**config.mk**
```make
export PLATFORM = sky130hd
export DESIGN_NAME = color_locator
export DESIGN_NICKNAME = d
export VERILOG_FILES = /design/src/rtl/color_locator_pkg.sv /design/src/rtl/color_locator_block_accumulator.sv /design/src/rtl/color_locator.sv
export SDC_FILE = /design/constraint.sdc
export NUM_CORES = 2
export LEC_CHECK = 0
export BUFFER_PORTS_ARGS = -buffer_cell sky130_fd_sc_hd__buf_4
export CAP_MARGIN = 40
export CORE_ASPECT_RATIO = 0.9
export CORE_MARGIN = 1
export CORE_UTILIZATION = 50
export CTS_CLUSTER_DIAMETER = 150
export DETAILED_ROUTE_END_ITERATION = 10
export PLACE_DENSITY = 0.79
export SLEW_MARGIN = 20
export SYNTH_ARGS = -nofsm -noshare
export SYNTH_HDL_FRONTEND = slang
export SYNTH_SLANG_ARGS = --single-unit
```
**constraint.sdc**
```tcl
create_clock -name clk -period 7.3 [get_ports clk]
set_input_delay 1.095 -clock clk [delete_from_list [all_inputs] [get_ports clk]]
set_output_delay 1.095 -clock clk [all_outputs]
set_load 0.02 [all_outputs]
```
**src/rtl/color_locator_pkg.sv**
```systemverilog
// Shared types for the colour-block locator.
// State encoding, RGB 3:3:3 field positions, cost width and cost helper.
package color_locator_pkg;

  typedef enum logic [2:0] {
    S_IDLE,
    S_FETCH,
    S_COST,
    S_UPDATE,
    S_DONE
  } state_e;

  localparam int COST_W = 32;

  localparam int R_HI = 8;
  localparam int R_LO = 6;
  localparam int G_HI = 5;
  localparam int G_LO = 3;
  localparam int B_HI = 2;
  localparam int B_LO = 0;

  typedef struct packed {
    logic [COST_W-1:0] cost;
    logic [9:0]        x;
    logic [9:0]        y;
  } win_t;

  function automatic logic [COST_W-1:0] chan_cost(
    input logic [COST_W-1:0] a,
    input logic [COST_W-1:0] b,
    input logic [COST_W-1:0] c
  );
    if (a > b && a > c) return (a - b) * (a - c);
    return '0;
  endfunction

endpackage

```
**src/rtl/color_locator_block_accumulator.sv**
```systemverilog
// Per-block address generator and latency-aligned channel accumulator.
// Tags each address with valid/last bits delayed by MEM_LAT to match data.
module block_accumulator
  import color_locator_pkg::*;
#(
  parameter int BLK     = 4,
  parameter int MEM_LAT = 2,
  localparam int LB     = $clog2(BLK),
  localparam int SW     = 3 + 2 * LB
) (
  input  logic          clk,
  input  logic          rst_n,
  input  logic          clr_i,
  input  logic          fetch_i,
  input  logic [9:0]    bx_i,
  input  logic [9:0]    by_i,
  input  logic [8:0]    pixel_i,
  output logic [9:0]    hcount_o,
  output logic [9:0]    vcount_o,
  output logic [SW-1:0] sum_r_o,
  output logic [SW-1:0] sum_g_o,
  output logic [SW-1:0] sum_b_o,
  output logic          last_o
);

  localparam int PW = 2 * LB + 1;
  localparam logic [PW-1:0] NPIX = PW'(BLK * BLK);

  logic [PW-1:0]      pix_q;
  logic [MEM_LAT-1:0] vld_q;
  logic [MEM_LAT-1:0] lst_q;
  logic [SW-1:0]      sr_q, sg_q, sb_q;
  logic               issue;
  logic               issue_last;

  assign issue      = fetch_i && (pix_q < NPIX);
  assign issue_last = issue && (pix_q == NPIX - 1'b1);

  assign hcount_o = issue ? 10'(bx_i << LB) + 10'(pix_q[LB-1:0]) : '0;
  assign vcount_o = issue ? 10'(by_i << LB) + 10'(pix_q[2*LB-1:LB]) : '0;

  assign sum_r_o = sr_q;
  assign sum_g_o = sg_q;
  assign sum_b_o = sb_q;
  assign last_o  = lst_q[MEM_LAT-1];

  always_ff @(posedge clk or negedge rst_n) begin
    if (!rst_n) begin
      pix_q <= '0;
      vld_q <= '0;
      lst_q <= '0;
      sr_q  <= '0;
      sg_q  <= '0;
      sb_q  <= '0;
    end else if (clr_i) begin
      pix_q <= '0;
      vld_q <= '0;
      lst_q <= '0;
      sr_q  <= '0;
      sg_q  <= '0;
      sb_q  <= '0;
    end else begin
      if (issue) pix_q <= pix_q + 1'b1;
      vld_q <= MEM_LAT'({vld_q, issue});
      lst_q <= MEM_LAT'({lst_q, issue_last});
      if (vld_q[MEM_LAT-1]) begin
        sr_q <= sr_q + SW'(pixel_i[R_HI:R_LO]);
        sg_q <= sg_q + SW'(pixel_i[G_HI:G_LO]);
        sb_q <= sb_q + SW'(pixel_i[B_HI:B_LO]);
      end
    end
  end

endmodule

```
**src/rtl/color_locator.sv**
```systemverilog
// Scans a frame block by block and keeps, per colour channel, the block
// with the highest dominance cost; results publish when the scan ends.
module color_locator
  import color_locator_pkg::*;
#(
  parameter int FRAME_W = 240,
  parameter int FRAME_H = 240,
  parameter int BLK     = 4,
  parameter int MARGIN  = 2,
  parameter int MEM_LAT = 2
) (
  input  logic        clk,
  input  logic        rst_n,
  input  logic        start,
  input  logic [31:0] min_cost,
  input  logic [8:0]  mem_pixel_data,
  output logic        mem_request,
  output logic [9:0]  mem_hcount,
  output logic [9:0]  mem_vcount,
  output logic        busy,
  output logic        done,
  output logic [9:0]  red_x,
  output logic [9:0]  red_y,
  output logic [9:0]  green_x,
  output logic [9:0]  green_y,
  output logic [9:0]  blue_x,
  output logic [9:0]  blue_y,
  output logic [31:0] red_cost,
  output logic [31:0] green_cost,
  output logic [31:0] blue_cost,
  output logic [2:0]  found
);

  localparam int LB = $clog2(BLK);
  localparam int SW = 3 + 2 * LB;
  localparam logic [9:0] B_LO  = 10'(MARGIN);
  localparam logic [9:0] BX_HI = 10'(FRAME_W / BLK - 1 - MARGIN);
  localparam logic [9:0] BY_HI = 10'(FRAME_H / BLK - 1 - MARGIN);

  state_e                   state_q, state_d;
  logic [9:0]               bx_q, bx_d, by_q, by_d;
  logic [COST_W-1:0]        min_q, min_d;
  logic [2:0][COST_W-1:0]   cost_q, cost_d;
  win_t [2:0]               best_q, best_d;
  win_t [2:0]               out_q, out_d;
  logic [2:0]               found_q, found_d;

  logic          acc_clr;
  logic          acc_last;
  logic [SW-1:0] sr, sg, sb;
  logic          last_blk;
  logic [9:0]    blk_x, blk_y;

  block_accumulator #(
    .BLK     (BLK),
    .MEM_LAT (MEM_LAT)
  ) u_acc (
    .clk      (clk),
    .rst_n    (rst_n),
    .clr_i    (acc_clr),
    .fetch_i  (state_q == S_FETCH),
    .bx_i     (bx_q),
    .by_i     (by_q),
    .pixel_i  (mem_pixel_data),
    .hcount_o (mem_hcount),
    .vcount_o (mem_vcount),
    .sum_r_o  (sr),
    .sum_g_o  (sg),
    .sum_b_o  (sb),
    .last_o   (acc_last)
  );

  assign last_blk = (bx_q == BX_HI) && (by_q == BY_HI);
  assign blk_x    = 10'(bx_q << LB);
  assign blk_y    = 10'(by_q << LB);

  always_comb begin
    state_d = state_q;
    bx_d    = bx_q;
    by_d    = by_q;
    min_d   = min_q;
    cost_d  = cost_q;
    best_d  = best_q;
    out_d   = out_q;
    found_d = found_q;
    acc_clr = 1'b0;
    unique case (state_q)
      S_IDLE: begin
        if (start) begin
          state_d = S_FETCH;
          bx_d    = B_LO;
          by_d    = B_LO;
          min_d   = min_cost;
          best_d  = '0;
          acc_clr = 1'b1;
        end
      end
      S_FETCH: begin
        if (acc_last) state_d = S_COST;
      end
      S_COST: begin
        cost_d[0] = chan_cost(COST_W'(sr), COST_W'(sg), COST_W'(sb));
        cost_d[1] = chan_cost(COST_W'(sg), COST_W'(sr), COST_W'(sb));
        cost_d[2] = chan_cost(COST_W'(sb), COST_W'(sr), COST_W'(sg));
        state_d   = S_UPDATE;
      end
      S_UPDATE: begin
        for (int c = 0; c < 3; c++) begin
          if (cost_q[c] > best_q[c].cost) begin
            best_d[c].cost = cost_q[c];
            best_d[c].x    = blk_x;
            best_d[c].y    = blk_y;
          end
        end
        if (last_blk) begin
          state_d = S_DONE;
          out_d   = best_d;
          for (int c = 0; c < 3; c++) begin
            found_d[2-c] = (best_d[c].cost != '0) &&
                           (best_d[c].cost >= min_q);
          end
        end else begin
          state_d = S_FETCH;
          acc_clr = 1'b1;
          if (bx_q == BX_HI) begin
            bx_d = B_LO;
            by_d = by_q + 10'd1;
          end else begin
            bx_d = bx_q + 10'd1;
          end
        end
      end
      S_DONE: begin
        state_d = S_IDLE;
      end
      default: begin
        state_d = S_IDLE;
      end
    endcase
  end

  always_ff @(posedge clk or negedge rst_n) begin
    if (!rst_n) begin
      state_q <= S_IDLE;
      bx_q    <= '0;
      by_q    <= '0;
      min_q   <= '0;
      cost_q  <= '0;
      best_q  <= '0;
      out_q   <= '0;
      found_q <= '0;
    end else begin
      state_q <= state_d;
      bx_q    <= bx_d;
      by_q    <= by_d;
      min_q   <= min_d;
      cost_q  <= cost_d;
      best_q  <= best_d;
      out_q   <= out_d;
      found_q <= found_d;
    end
  end

  assign busy        = (state_q != S_IDLE);
  assign mem_request = busy;
  assign done        = (state_q == S_DONE);

  assign red_cost   = out_q[0].cost;
  assign red_x      = out_q[0].x;
  assign red_y      = out_q[0].y;
  assign green_cost = out_q[1].cost;
  assign green_x    = out_q[1].x;
  assign green_y    = out_q[1].y;
  assign blue_cost  = out_q[2].cost;
  assign blue_x     = out_q[2].x;
  assign blue_y     = out_q[2].y;
  assign found      = found_q;

endmodule

```
* After elaboration in Yosys (flattened, before gate mapping)
Cells that the tools add are included.
** Operators by class
- Add/sub/neg operators :: 14
- Multiply operators :: 3
- $lt $le $gt $ge :: 13
- Equal/unequal tests :: 11
- Mux-type cells :: 46
- Reduce and logical (&&, ||, !) cells :: 23
** Operators by type and width (number)
- two-way mux 52 bit :: 6
- one-hot mux 156 bit (2 select lines) :: 1
- two-way mux 32 bit :: 6
- two-way mux 156 bit :: 1
- greater-or-equal comparator 32 bit :: 3
- greater-than comparator 32 bit :: 3
- nonzero test 32 bit :: 3
- two-way mux 10 bit :: 7
- multiplier 8 x 8 -> 16 bit :: 3
- subtractor 7 x 7 -> 8 bit :: 6
- greater-than comparator 7 bit :: 6
- two-way mux 7 bit :: 6
- one-hot mux 10 bit (2 select lines) :: 2
- adder 7 x 3 -> 7 bit :: 3
- adder 10 x 1 -> 10 bit, second input constant :: 2
- adder 10 x 2 -> 10 bit :: 2
- equality test 10 x 6 -> 1 bit, second input constant :: 2
- one-hot mux 3 bit (4 select lines) :: 1
- two-way mux 5 bit :: 2
- logical AND 1 bit :: 9
- two-way mux 3 bit :: 3
- two-way mux 1 bit :: 8
- inequality test 2 bit, second input constant :: 4
- AND reduction 2 bit :: 4
- other kinds (13) :: 17
** Storage, ports and cells
- Register bits after elaboration :: 496
- Input port bits :: 44
- Output and inout port bits :: 182

* Logic depth before layout (Yosys ltp)
- Depth in word-level cells :: 5
- Gate-level depth with buffers :: 29
- Gate-level depth less buffers :: 28

* By module
From an unflattened synthesis, not the netlist that was laid out.
** Second synthesis, totals
- Cells, all modules :: 3502
- Area, all modules :: 32957.9 µm²
** By module, submodules not included
- color_locator :: times used 1, cells an instance 3330, area each 31230.0 µm², sequential area each 10460.0 µm²
- block_accumulator :: times used 1, cells an instance 172, area each 1727.9 µm², sequential area each 750.7 µm²

* Least setup slack after synthesis
No wires, ideal clock.
- Kind :: register to register
- From :: register u_acc.sb_q[1] (netlist: u_acc.sum_b_o[1])
- To :: register cost_q[30] in the netlist's numbering
- Library setup time :: 121 ps
- Arrival :: 6454 ps
- Data required time :: 7179 ps
- Setup slack :: 725 ps
- Stages on the path, launching flop included :: 27
- Path buffers :: 1
- Period minus slack after synthesis :: 6575 ps
- Cell sequence :: dfrtp_1 inv_1 fa_1 a21o_1 a21oi_1 nor2_1 o21a_1 o21a_1 or2_2 clkbuf_1 or2_2 fa_1 fa_1 inv_1 fa_1 inv_1 fa_1 inv_1 ha_1 o21ai_0 o21ai_0 a31oi_1 nor2b_1 o21a_1 o41ai_1 xnor2_1 a22o_1
** Between the ends
- Longest elaborated chain between the ends :: 5
** Ends and longest elaborated chain
- from (decl) :: line color_locator_block_accumulator.sv:32 : logic [SW-1:0] sr_q, sg_q, sb_q;
- from (signal assigned) :: line color_locator_block_accumulator.sv:69 : sb_q <= sb_q + SW'(pixel_i[B_HI:B_LO]);
- parallel branches: the longest is 4 deep, another holds multiplier 8 x 8 -> 16 bit
- two-way mux 32 bit * :: line color_locator_pkg.sv:34 : return '0;
- to (signal assigned) :: line color_locator.sv:157 : cost_q <= cost_d;
- to (decl) :: line color_locator.sv:43 : logic [2:0][COST_W-1:0] cost_q, cost_d;
Every way passes the cells marked *. The select of a mux whose other input is x is not followed.
A chain may end at the register's enable or synchronous reset.

* Final worst setup path
- From :: register u_acc.sr_q[0] (netlist: u_acc.sum_r_o[0])
- To :: register cost_q[30] in the netlist's numbering
** Between the ends
- Longest elaborated chain between the ends :: 5
** Ends and longest elaborated chain
- from (decl) :: line color_locator_block_accumulator.sv:32
- from (signal assigned) :: line color_locator_block_accumulator.sv:67 : sr_q <= sr_q + SW'(pixel_i[R_HI:R_LO]);
- parallel branches: the longest is 4 deep, another holds multiplier 8 x 8 -> 16 bit
- two-way mux 32 bit * :: line color_locator_pkg.sv:34
Marks and branches as above.

==> summary.log <==
INFO  global_routing grtUsageTotal=26.1%
INFO  synth          postSynthNetCount=4059
INFO  place          port_buffers=225
INFO  sta            report.final.setup_viol=0
INFO  synth          synth_enable_flop_cells=0
INFO  synth          area_share_of_the_leading_cell_type_in_the_synthesized_netlist=34.4%
INFO  sta            timing.clock.skew=20.0ps
INFO  global_routing grt-ovfl-total=0
INFO  synth          synth_top_cells_by_area=dfrtp_1, ha_1, fa_1
INFO  synth          yosys-mux-area-fraction=3.83%
INFO  sta            final_min_period_over_clock_period=94.1%
INFO  floorplan      height_of_the_die=244µm
INFO  synth          yosys_warnings=0
INFO  clock_tree     cts.root.buffer_cell=clkbuf_16
INFO  setup_path     worst-setup-path-type=reg -> reg
INFO  detailed_routing vias_per_cell=5.66
INFO  clock_tree     clock_pin_slew_on_the_worst_setup_and_hold_paths=60ps
INFO  worst_hold_path timing.hold.worst.class=reg -> reg
INFO  synth          synthCells=3505
INFO  final_layout   multi_input_comb_area=0.0190mm²
INFO  outcome        run_status=complete, no violations
INFO  final_layout   fin_nets=4216
INFO  setup_path     critical_path_required=7780ps
INFO  final_layout   layout_area_overhead=13.3%
INFO  setup_path     crit_path_max_fanout=8
INFO  synth          yosys.area_share.adder=23.7%
INFO  setup_path     worst_path_max_delay_cell=fa_1
INFO  synth          synthXorXnorAreaFrac=3.26%
INFO  global_routing grt_pass1_vias=25200
INFO  final_layout   seqCellArea=0.0112mm²
INFO  detailed_routing routed_wire_per_std_cell=18.9µm
INFO  synth          synth_top_family_by_area=adder cells
INFO  setup_path     crit_path_start_kind=flop
INFO  floorplan      dieWidth=271µm
INFO  clock_tree     clock_latency=610ps
INFO  global_routing grt_pass1_wl=138mm
INFO  clock_tree     clk_path_buf_depth=3
INFO  synth          mappedNetlistArea=0.0326mm²
INFO  clock_tree     post_cts_hold_buffer_count=0
INFO  detailed_routing routed_wirelength=86.0mm
INFO  clock_tree     htree_num_levels=2
INFO  final_layout   n_antenna_cell=0
INFO  clock_tree     cts.sinks=448
INFO  sta            rsz0062_at_grt=false
INFO  sta            setup_slack=430ps
INFO  setup_path     timing.critical_path.buf_inv=5
INFO  synth          synth.lib_cells_used.distinct=70
INFO  sta            slew_of_the_pin_with_the_lowest_slew_margin=992ps
INFO  run            cap_violations=0
INFO  detailed_routing drt_iter0_markers=2446
INFO  clock_tree     post-cts-setup-buffer-count=0
INFO  final_layout   final.fill_count=5421
INFO  setup_path     critPathTopFamily=adder cells
INFO  final_layout   post_route_cells_drive_above_1_share=12.9%
INFO  setup_path     endpoint_kind=flop
INFO  synth          top_count_cell_post_synth=dfrtp_1
INFO  setup_path     cp_slowest_stage_delay=540ps
INFO  synth          postSynthAreaPerCell=9.29µm²
INFO  synth          compound_gate_fraction_of_synth_area=13.1%
INFO  place          placement.setup.worst_slack=461ps
INFO  floorplan      floorplan.rows=88
INFO  sta            slew_violations=0
INFO  detailed_routing antenna_left=0
INFO  clock_tree     cts_inserted_buffers=49
INFO  floorplan      ioPinCount=226
INFO  floorplan      core=0.0642mm²
INFO  sta            slew-limit-headroom=33.8%
INFO  detailed_routing drt_pass1_iterations=5
INFO  floorplan      floorplan.die_area=0.0661mm²
INFO  synth          synth.ff_latch_count=448
INFO  synth          synth_flop_cell=dfrtp_1
INFO  global_routing grt_start_max_net_pins=158
INFO  sta            finalHoldViolations=0
INFO  detailed_routing total_drc_errors_in_the_routed_layout=0
INFO  synth          post_synth_and_or_nand_nor_area_fraction=14.2%
INFO  sta            fmax=0.146GHz
INFO  synth          ys_top_cells_by_count=dfrtp_1, inv_1, nand2_1, ha_1, nor2_1
INFO  final_layout   finish.utilization=57.4%
INFO  floorplan      initial_utilization=50.7%
INFO  detailed_routing detailroute.via_count=25800
INFO  setup_path     critPathArrivalTime=7350ps
INFO  synth          synth_top_area_cell=dfrtp_1
INFO  clock_tree     tritoncts_clock_tree=built
INFO  place          dp.final_hpwl=65.5mm
INFO  place          finalWeightedCongestion=0.934
INFO  global_routing antenna_found_initial=0
INFO  synth          seq_area_frac_synth=34.4%
INFO  sta            final.min_clock_period=6870ps
INFO  sta            sum_of_negative_setup_slack=0ps
INFO  synth          synth-async-reset-ratio=100%
## final timing paths
check / start / end / slack, ps / depth (start not counted)
setup reg to reg: u_acc.sum_r_o[0] / cost_q[30] / 430 / 27
hold / removal: red_x[1] / red_x[1] / 470 / 2
max in group asynchronous: rst_n / u_acc.sum_r_o[4] / 5370 / 2
min in group asynchronous: rst_n / green_x[0] / 480 / 1
setup / recovery: u_acc.sum_r_o[0] / cost_q[30] / 430 / 27
hold reg to reg: red_x[1] / red_x[1] / 470 / 2
## sequential cells by signal, indices dropped and copies added (netlist names)
register,cells
blue_x,10
green_cost,32
min_q,32
by_q,10
red_y,10
u_acc.lst_q,2
green_y,10
u_acc.sum_r_o,7
blue_y,10
found,3
bx_q,10
red_cost,32
state_q,3
u_acc.vld_q,2
green_x,10
u_acc.sum_g_o,7
cost_q,48
u_acc.pix_q,5
red_x,10
blue_cost,32
u_acc.sum_b_o,7
best_q,156
## worst min-delay path, cell delays in order (launching register included)
cell     delay [ps]
dfrtp_1         340
nand2_1          50
nand2_1          50
## placed cells by master (no fill, tap or decap), types with 97 or more instances in the layout
master,Yosys,routed
nand2_1,407,406
inv_1,442,442
a21oi_1,146,146
a22o_1,97,97
a21o_1,107,107
buf_4,9,260
ha_1,333,333
dfrtp_1,448,448
o21ai_0,198,198
nor2_1,295,291
fa_1,177,177
## layer usage
metal / wire length, µm / vias up / global-route usage [%] / share of wire [%]
li1: - / 12100 / - / -
met1: 38000 / 12600 / 36.8 / 44
met2: 38600 / 952 / 40.6 / 45
met3: 6460 / 170 / 4.33 / 7.5
met4: 2980 / 0 / 9.14 / 3.5
met5: 0 / - / 0 / 0
## cells by family after synthesis
logic type	count (synthesis)
AOI/OAI and AO/OA	670
xor gates and xnor gates	121
adders and majority gates	510
buffers and inverters	609
DFF	448
muxes	113
and+or+nand+nor	1034
## per-stage QoR
step / hold slack [ps] / area (µm²) / instances
final: 468 / 36900 / 4556
after global routing: 486 / 36900 / 4556
after CTS: 474 / 36800 / 4551
after detailed placement: 460 / 35000 / 4461
after global placement: 453 / 34900 / 4456
after floorplan: 451 / 32600 / 3505
## cell type report
cell class / instances / area share [%]
Clock inverter: 27 / 1.13
Timing Repair Buffer: 272 / 5.85
Inverter: 443 / 4.52
Clock buffer: 63 / 3.74
Multi-Input combinational cell: 2448 / 51.5
Tap cell: 855 / 2.90
Sequential cell: 448 / 30.4
## timing repair
action                                  4_1_cts  5_1_grt
endpoints found under the setup margin        0        1
resized for setup                             0        1
hold endpoints to repair                      0        0
Power is not shown: default switching activity piles up to over one toggle a cycle in this logic, so the estimate is an artifact.
